File: src/rtl/alu_stim_gen_if.sv
// ALU start/done handshake bus shared by the stimulus engine (master) and the ALU (slave).
interface alu_stim_gen_if #(
   parameter int unsigned DATA_W = 8
);
   logic                alu_start;
   logic [2:0]          alu_op;
   logic [DATA_W-1:0]   alu_A;
   logic [DATA_W-1:0]   alu_B;
   logic                alu_done;
   logic [2*DATA_W-1:0] alu_result;
   logic                alu_reset_n;

   modport master (
      output alu_start, alu_op, alu_A, alu_B, alu_reset_n,
      input  alu_done, alu_result
   );

   modport slave (
      input  alu_start, alu_op, alu_A, alu_B, alu_reset_n,
      output alu_done, alu_result
   );
endinterface

File: src/rtl/alu_stim_gen.sv
// LFSR-driven weighted-random ALU stimulus engine with hang detection.
// Optional result checking is enabled by defining STIM_SCOREBOARD_EN.
module alu_stim_gen #(
   parameter int unsigned DATA_W      = 8,
   parameter int unsigned NUM_TXN     = 1000,
   parameter logic [31:0] LFSR_SEED   = 32'h1,
   parameter int unsigned TIMEOUT_CYC = 64,
   parameter int unsigned RST_CYC     = 2
) (
   input  logic           clk,
   input  logic           reset_n,
   input  logic           run_i,
   alu_stim_gen_if.master alu,
   output logic           busy,
   output logic           finished,
   output logic [15:0]    txn_count,
   output logic           timeout_err
`ifdef STIM_SCOREBOARD_EN
   ,
   output logic [15:0]    mismatch_count,
   output logic           mismatch_o
`endif
);

   localparam logic [31:0] SEED      = (LFSR_SEED == 32'h0) ? 32'h1 : LFSR_SEED;
   localparam logic [31:0] TAP_MASK  = 32'h8020_0003;
   localparam logic [15:0] NUM_TXN_C = 16'(NUM_TXN);
   localparam logic [15:0] TO_LIM    = 16'(TIMEOUT_CYC);
   localparam logic [15:0] RST_LIM   = 16'(RST_CYC);

   typedef enum logic [2:0] {
      OP_NO  = 3'b000,
      OP_ADD = 3'b001,
      OP_AND = 3'b010,
      OP_XOR = 3'b011,
      OP_MUL = 3'b100,
      OP_RST = 3'b111
   } op_e;

   typedef enum logic [2:0] {
      S_IDLE,
      S_GEN,
      S_ISSUE,
      S_WAIT_DONE,
      S_RESET_DUT,
      S_FINISHED
   } state_e;

   state_e              state_q;
   logic [31:0]         lfsr_q, lfsr_d;
   op_e                 op_q, op_d;
   logic [DATA_W-1:0]   a_q, a_d, b_q, b_d;
   logic                start_q, alu_rst_n_q, busy_q, fin_q, tmo_q;
   logic [15:0]         txn_q, cnt_q;

   function automatic logic [DATA_W-1:0] pick(input logic [1:0] cls, input logic [DATA_W-1:0] rnd);
      case (cls)
         2'b00:   return '0;
         2'b11:   return '1;
         default: return rnd;
      endcase
   endfunction

   always_comb begin
      lfsr_d = {1'b0, lfsr_q[31:1]} ^ (lfsr_q[0] ? TAP_MASK : '0);
      op_d   = OP_NO;
      case (lfsr_q[2:0])
         3'b001:        op_d = OP_ADD;
         3'b010:        op_d = OP_AND;
         3'b011:        op_d = OP_XOR;
         3'b100:        op_d = OP_MUL;
         3'b110, 3'b111: op_d = OP_RST;
         default:       op_d = OP_NO;
      endcase
      a_d = pick(lfsr_q[4:3], lfsr_q[8 +: DATA_W]);
      b_d = pick(lfsr_q[6:5], lfsr_q[20 +: DATA_W]);
   end

`ifdef STIM_SCOREBOARD_EN
   logic [2*DATA_W-1:0] expect_d;
   logic [15:0]         mm_cnt_q;
   logic                mm_q;

   always_comb begin
      expect_d = '0;
      case (op_q)
         OP_ADD:  expect_d = {{DATA_W{1'b0}}, a_q} + {{DATA_W{1'b0}}, b_q};
         OP_AND:  expect_d = {{DATA_W{1'b0}}, a_q & b_q};
         OP_XOR:  expect_d = {{DATA_W{1'b0}}, a_q ^ b_q};
         OP_MUL:  expect_d = {{DATA_W{1'b0}}, a_q} * {{DATA_W{1'b0}}, b_q};
         default: expect_d = '0;
      endcase
   end
`else
   logic unused_result;
   assign unused_result = ^alu.alu_result;
`endif

   always_ff @(posedge clk) begin
      if (!reset_n) begin
         state_q     <= S_IDLE;
         lfsr_q      <= SEED;
         op_q        <= OP_NO;
         a_q         <= '0;
         b_q         <= '0;
         start_q     <= 1'b0;
         alu_rst_n_q <= 1'b0;
         busy_q      <= 1'b0;
         fin_q       <= 1'b0;
         tmo_q       <= 1'b0;
         txn_q       <= '0;
         cnt_q       <= '0;
`ifdef STIM_SCOREBOARD_EN
         mm_cnt_q    <= '0;
         mm_q        <= 1'b0;
`endif
      end else begin
`ifdef STIM_SCOREBOARD_EN
         mm_q <= 1'b0;
`endif
         case (state_q)
            S_IDLE: begin
               alu_rst_n_q <= 1'b1;
               if (run_i) begin
                  state_q <= S_GEN;
                  busy_q  <= 1'b1;
               end
            end
            S_GEN: begin
               if (txn_q == NUM_TXN_C) begin
                  state_q <= S_FINISHED;
                  busy_q  <= 1'b0;
                  fin_q   <= 1'b1;
               end else if (run_i) begin
                  lfsr_q <= lfsr_d;
                  op_q   <= op_d;
                  a_q    <= a_d;
                  b_q    <= b_d;
                  cnt_q  <= 16'd1;
                  if (txn_q != '1) txn_q <= txn_q + 1'b1;
                  if (op_d == OP_RST) begin
                     alu_rst_n_q <= 1'b0;
                     state_q     <= S_RESET_DUT;
                  end else begin
                     start_q <= 1'b1;
                     state_q <= S_ISSUE;
                  end
               end
            end
            // cnt_q holds the number of cycles alu_start has been high, ISSUE included
            S_ISSUE, S_WAIT_DONE: begin
               if ((state_q == S_ISSUE && op_q == OP_NO) || alu.alu_done) begin
                  start_q <= 1'b0;
                  state_q <= S_GEN;
`ifdef STIM_SCOREBOARD_EN
                  if (alu.alu_done && op_q != OP_NO && alu.alu_result != expect_d) begin
                     mm_q <= 1'b1;
                     if (mm_cnt_q != '1) mm_cnt_q <= mm_cnt_q + 1'b1;
                  end
`endif
               end else if (cnt_q >= TO_LIM) begin
                  start_q <= 1'b0;
                  tmo_q   <= 1'b1;
                  fin_q   <= 1'b1;
                  busy_q  <= 1'b0;
                  state_q <= S_FINISHED;
               end else begin
                  cnt_q   <= cnt_q + 1'b1;
                  state_q <= S_WAIT_DONE;
               end
            end
            S_RESET_DUT: begin
               if (cnt_q >= RST_LIM) begin
                  alu_rst_n_q <= 1'b1;
                  state_q     <= S_GEN;
               end else begin
                  cnt_q <= cnt_q + 1'b1;
               end
            end
            S_FINISHED: state_q <= S_FINISHED;
            default:    state_q <= S_IDLE;
         endcase
      end
   end

   assign alu.alu_start   = start_q;
   assign alu.alu_op      = op_q;
   assign alu.alu_A       = a_q;
   assign alu.alu_B       = b_q;
   assign alu.alu_reset_n = alu_rst_n_q;
   assign busy            = busy_q;
   assign finished        = fin_q;
   assign txn_count       = txn_q;
   assign timeout_err     = tmo_q;
`ifdef STIM_SCOREBOARD_EN
   assign mismatch_count  = mm_cnt_q;
   assign mismatch_o      = mm_q;
`endif

endmodule

File: src/flat_wrapper.sv
// flat-port wrapper written by rule: the top's interface ports become plain ports
module alu_stim_gen_flat 
#(
   parameter int unsigned DATA_W      = 8,
   parameter int unsigned NUM_TXN     = 1000,
   parameter logic [31:0] LFSR_SEED   = 32'h1,
   parameter int unsigned TIMEOUT_CYC = 64,
   parameter int unsigned RST_CYC     = 2
)
  (clk, reset_n, run_i, busy, finished, txn_count, timeout_err, alu_alu_start, alu_alu_op, alu_alu_A, alu_alu_B, alu_alu_reset_n, alu_alu_done, alu_alu_result);
  alu_stim_gen_if #(.DATA_W(DATA_W)) alu_i ();
  input  logic clk;
  input  logic reset_n;
  input  logic run_i;
  output logic busy;
  output logic finished;
  output logic [15:0] txn_count;
  output logic timeout_err;
  output wire logic [$bits(alu_i.alu_start)-1:0] alu_alu_start;
  output wire logic [$bits(alu_i.alu_op)-1:0] alu_alu_op;
  output wire logic [$bits(alu_i.alu_A)-1:0] alu_alu_A;
  output wire logic [$bits(alu_i.alu_B)-1:0] alu_alu_B;
  output wire logic [$bits(alu_i.alu_reset_n)-1:0] alu_alu_reset_n;
  input wire logic [$bits(alu_i.alu_done)-1:0] alu_alu_done;
  input wire logic [$bits(alu_i.alu_result)-1:0] alu_alu_result;
  assign alu_alu_start = alu_i.alu_start;
  assign alu_alu_op = alu_i.alu_op;
  assign alu_alu_A = alu_i.alu_A;
  assign alu_alu_B = alu_i.alu_B;
  assign alu_alu_reset_n = alu_i.alu_reset_n;
  assign alu_i.alu_done = alu_alu_done;
  assign alu_i.alu_result = alu_alu_result;
  alu_stim_gen #(.DATA_W(DATA_W), .NUM_TXN(NUM_TXN), .LFSR_SEED(LFSR_SEED), .TIMEOUT_CYC(TIMEOUT_CYC), .RST_CYC(RST_CYC)) u_core (.clk(clk), .reset_n(reset_n), .run_i(run_i), .alu(alu_i), .busy(busy), .finished(finished), .txn_count(txn_count), .timeout_err(timeout_err));
endmodule
File: config.mk
export PLATFORM = sky130hd
export DESIGN_NAME = alu_stim_gen_flat
export DESIGN_NICKNAME = d
export VERILOG_FILES = /design/src/rtl/alu_stim_gen_if.sv /design/src/rtl/alu_stim_gen.sv /design/src/flat_wrapper.sv
export SDC_FILE = /design/constraint.sdc
export NUM_CORES = 1
export LEC_CHECK = 0
export CAP_MARGIN = 20
export CORE_MARGIN = 2
export CORE_UTILIZATION = 45
export DETAILED_ROUTE_END_ITERATION = 8
export PLACE_DENSITY = 0.69
export SLEW_MARGIN = 0
export SYNTH_ARGS = -nofsm -noshare
export SYNTH_HDL_FRONTEND = slang
export SYNTH_SLANG_ARGS = --single-unit
File: constraint.sdc
create_clock -name clk -period 2.65 [get_ports clk]
set_input_delay 0.53 -clock clk [delete_from_list [all_inputs] [get_ports clk]]
set_output_delay 0.53 -clock clk [all_outputs]
set_load 0.01 [all_outputs]
==> results.sh <==
export IMPL_seq_area_um2=1822
export IMPL_max_slew_margin_pct=61.49
export IMPL_yosys_warnings=0
export IMPL_min_path_type="flop to flop"
export IMPL_cap_violations=0
export IMPL_initial_core_util_pct=46.33
export IMPL_final_util_pct=55.72
export IMPL_cts_buffers=9
export IMPL_synth_compound_area_share_pct=14.83
export IMPL_grt_max_degree=53
export IMPL_peakVddDrop_v=0.0003062
export IMPL_dr_wl_met2_um=3696
export IMPL_via_per_inst=5.340
export IMPL_drt_iter0_drc=158
export IMPL_worstMarginPinSlew_ns=0.5765
export IMPL_wl_met3_um=352
export IMPL_layout_commonest_cell="dfxtp_1"
export IMPL_final_cell_mix="dfxtp_1 (91), nand2_1 (78), nor2_1 (50), a21oi_1 (50), clkdlybuf4s50_1 (43)"
export IMPL_area_delta_synth_final_pct=20.28
export IMPL_clock_skew_ns=0.01049
export IMPL_fin_ws_ns=0.3021
export IMPL_timing_hold_ws_ns=0.4587
export IMPL_core_area_um2=8175
export IMPL_nets=526
export IMPL_cts_tree="done"
export IMPL_row_count=33
export IMPL_dieHeight_um=95.74
export IMPL_path_max_fanout=13
export IMPL_cts_max_level=3
export IMPL_overflow=0
export IMPL_wl_met1_um=3778
export IMPL_dr_pass1_iters=5
export IMPL_antenna_found_initial=0
export IMPL_cp_required_ns=2.94
export IMPL_die_area_um2=9166
export IMPL_synth_seq_cells=91
export IMPL_post_cts_setup_buffers=0
export IMPL_syn_inst=464
export IMPL_rsz0062_at_grt="no"
export IMPL_root_buffer="clkbuf_8"
export IMPL_yosys_mux_area_fraction_pct=0.8259
export IMPL_hold_violations=0
export IMPL_hold_buffers=0
export IMPL_pre_cts_slack_ns=0.3217
export IMPL_routabilityCongestion=0.9107
export IMPL_post_cts_resized=0
export IMPL_netlist_top_cell_by_area="dfxtp_1"
export IMPL_track_usage_pct=18.50
export IMPL_synth_edf_count=0
export IMPL_synthAdderAreaFrac_pct=2.313
export IMPL_syn_avg_cell_area_um2=8.162
export IMPL_power_leakage_nw=1.561
export IMPL_start_kind="flop"
export IMPL_setup_viol=0
export IMPL_cts_sinks=91
export IMPL_synth_seq_area_share_pct=48.10
export IMPL_status="finished clean"
export IMPL_post_drt_wl_per_cell_um=13.06
export IMPL_die_x_um=95.74
export IMPL_ios=60
export IMPL_path_clk_slew_ns=0.09
export IMPL_routed_wirelength_um=7951
export IMPL_synth_top_family_by_area="simple AND/OR/NAND/NOR gates"
export IMPL_clock_path_buffers=2
export IMPL_synth_xor_area_share_pct=2.775
export IMPL_ys_flop_type="dfxtp_1"
export IMPL_yosys_area_top_type_share_pct=48.10
export IMPL_syn_area_um2=3787
export IMPL_grt_pass1_wl_um=13600
export IMPL_multi_input_area_um2=1803
export IMPL_synth_area_leaders="dfxtp_1 (48%), nand2_1 (7.7%), a21oi_1 (6.6%), nor2_1 (5.0%), a211oi_1 (4.0%)"
export IMPL_tns_ns=0
export IMPL_synth_distinct_cells=47
export IMPL_fmax_mhz=425.9
export IMPL_insertion_delay_ns=0.35
export IMPL_min_period_ns=2.348
export IMPL_post_dp_hpwl_um=5355
export IMPL_endpoint_kind="flop"
export IMPL_grt_pass1_vias=3031
export IMPL_synth_simple_gate_area_share_pct=26.59
export IMPL_period_share_pct=88.60
export IMPL_drc=0
export IMPL_pwr_density_cell_nw_per_um2=576.2
export IMPL_fill_cells=758
export IMPL_dr_max_layer_used="met4"
export IMPL_num_vias=3252
export IMPL_numPortBuffers=43
export IMPL_num_antenna_cells=0
export IMPL_async_reset_ff_share_pct=0
export IMPL_slew_violations=0
export IMPL_critPathKind="flop to flop"
export IMPL_crit_arrival_ns=2.64
export IMPL_synth_fp_nets=491
export IMPL_drive_above_1_share_pct=7.540
export IMPL_ant_nets=0
layout make-up:
cell class	instances	area share [%]
flip-flops and latches	91	39.99
multi-input cells	330	39.58
repair buffers	54	11.81
clock buffers	11	3.323
well taps	105	2.884
clock inverters	5	1.346
inverters	13	1.071
metrics by stage:
step                      instances  power, mW  cell area, µm²
after floorplan                 464      1.593            3787
after global placement          593      1.680            4343
after detailed placement        593      1.685            4343
after CTS                       609      2.650            4556
after global routing            609      2.737            4556
final                           609      2.625            4556
flip-flops by register name, summed over array words and instances, names as in the netlist:
register / flops
u_core.alu.alu_op: 3
u_core.busy: 1
u_core.alu.alu_start: 1
u_core.alu.alu_reset_n: 1
u_core.alu.alu_B: 8
u_core.alu.alu_A: 8
u_core.lfsr_q: 32
u_core.timeout_err: 1
u_core.finished: 1
u_core.txn_count: 16
u_core.state_q: 3
u_core.cnt_q: 16
routing by layer:
layer	global-route usage, %	vias to the layer above
li1	-	1667
met3	2.819	10
met1	25.00	1512
met5	0	-
met4	7.500	0
met2	29.66	63
critical path, cell delays in order, from the launching register on:
cell	delay (ns)
dfxtp_1	0.39
inv_1	0.09
ha_1	0.20
nor3b_1	0.15
nand4_1	0.26
a21oi_1	0.16
or3_4	0.47
or4_1	0.42
a21oi_1	0.15
cells in the mapped netlist, types with 2 or more instances:
library cell and count:
and4_1 2, o211ai_1 2, nand2_1 78, or4_1 3
buf_1 4, clkbuf_1 22, nand2b_1 2, xor2_1 3
nor3_1 21, nor2_1 50, a21oi_1 50, nor4_1 5
o31ai_1 2, and3_1 9, dfxtp_1 91, buf_2 3
inv_1 12, ha_1 7, a211oi_1 20, o21ai_0 11
xnor2_1 9, or3_1 7, nand4_1 5, nand3_1 16
mux2i_1 2, nor2b_1 3, nor4b_1 3, o2111ai_1 2
or2_2 2
final timing paths:
path | cells after the start | slack (ns) | to | from
hold / removal | 2 | 0.46 | u_core.lfsr_q[19]$_SDFFE_PN0P_ | u_core.lfsr_q[19]$_SDFFE_PN0P_
setup / recovery | 8 | 0.30 | u_core.cnt_q[5]$_SDFFE_PN0P_ | u_core.txn_count[0]$_SDFFE_PN0P_
setup reg to reg | 8 | 0.30 | u_core.cnt_q[5]$_SDFFE_PN0P_ | u_core.txn_count[0]$_SDFFE_PN0P_
hold reg to reg | 2 | 0.46 | u_core.lfsr_q[19]$_SDFFE_PN0P_ | u_core.lfsr_q[19]$_SDFFE_PN0P_
cell families after synthesis:
family,count (synthesis)
multiplexers,3
buffers and inverters,43
adder cells (fa/ha/maj),7
AO/OA/AOI/OAI,94
XOR/XNOR,12
AND/OR/NAND/NOR,214
flip-flops,91
power by group:
group	internal (mW)	switching [mW]	total (mW)	leakage (nW)
registers	1.40	0.0240	1.42	0.737
logic	0.104	0.126	0.230	0.726
clock network	0.489	0.485	0.974	0.0978
total	1.99	0.635	2.63	1.56
No activity file was read; power rests on OpenSTA's default activity.
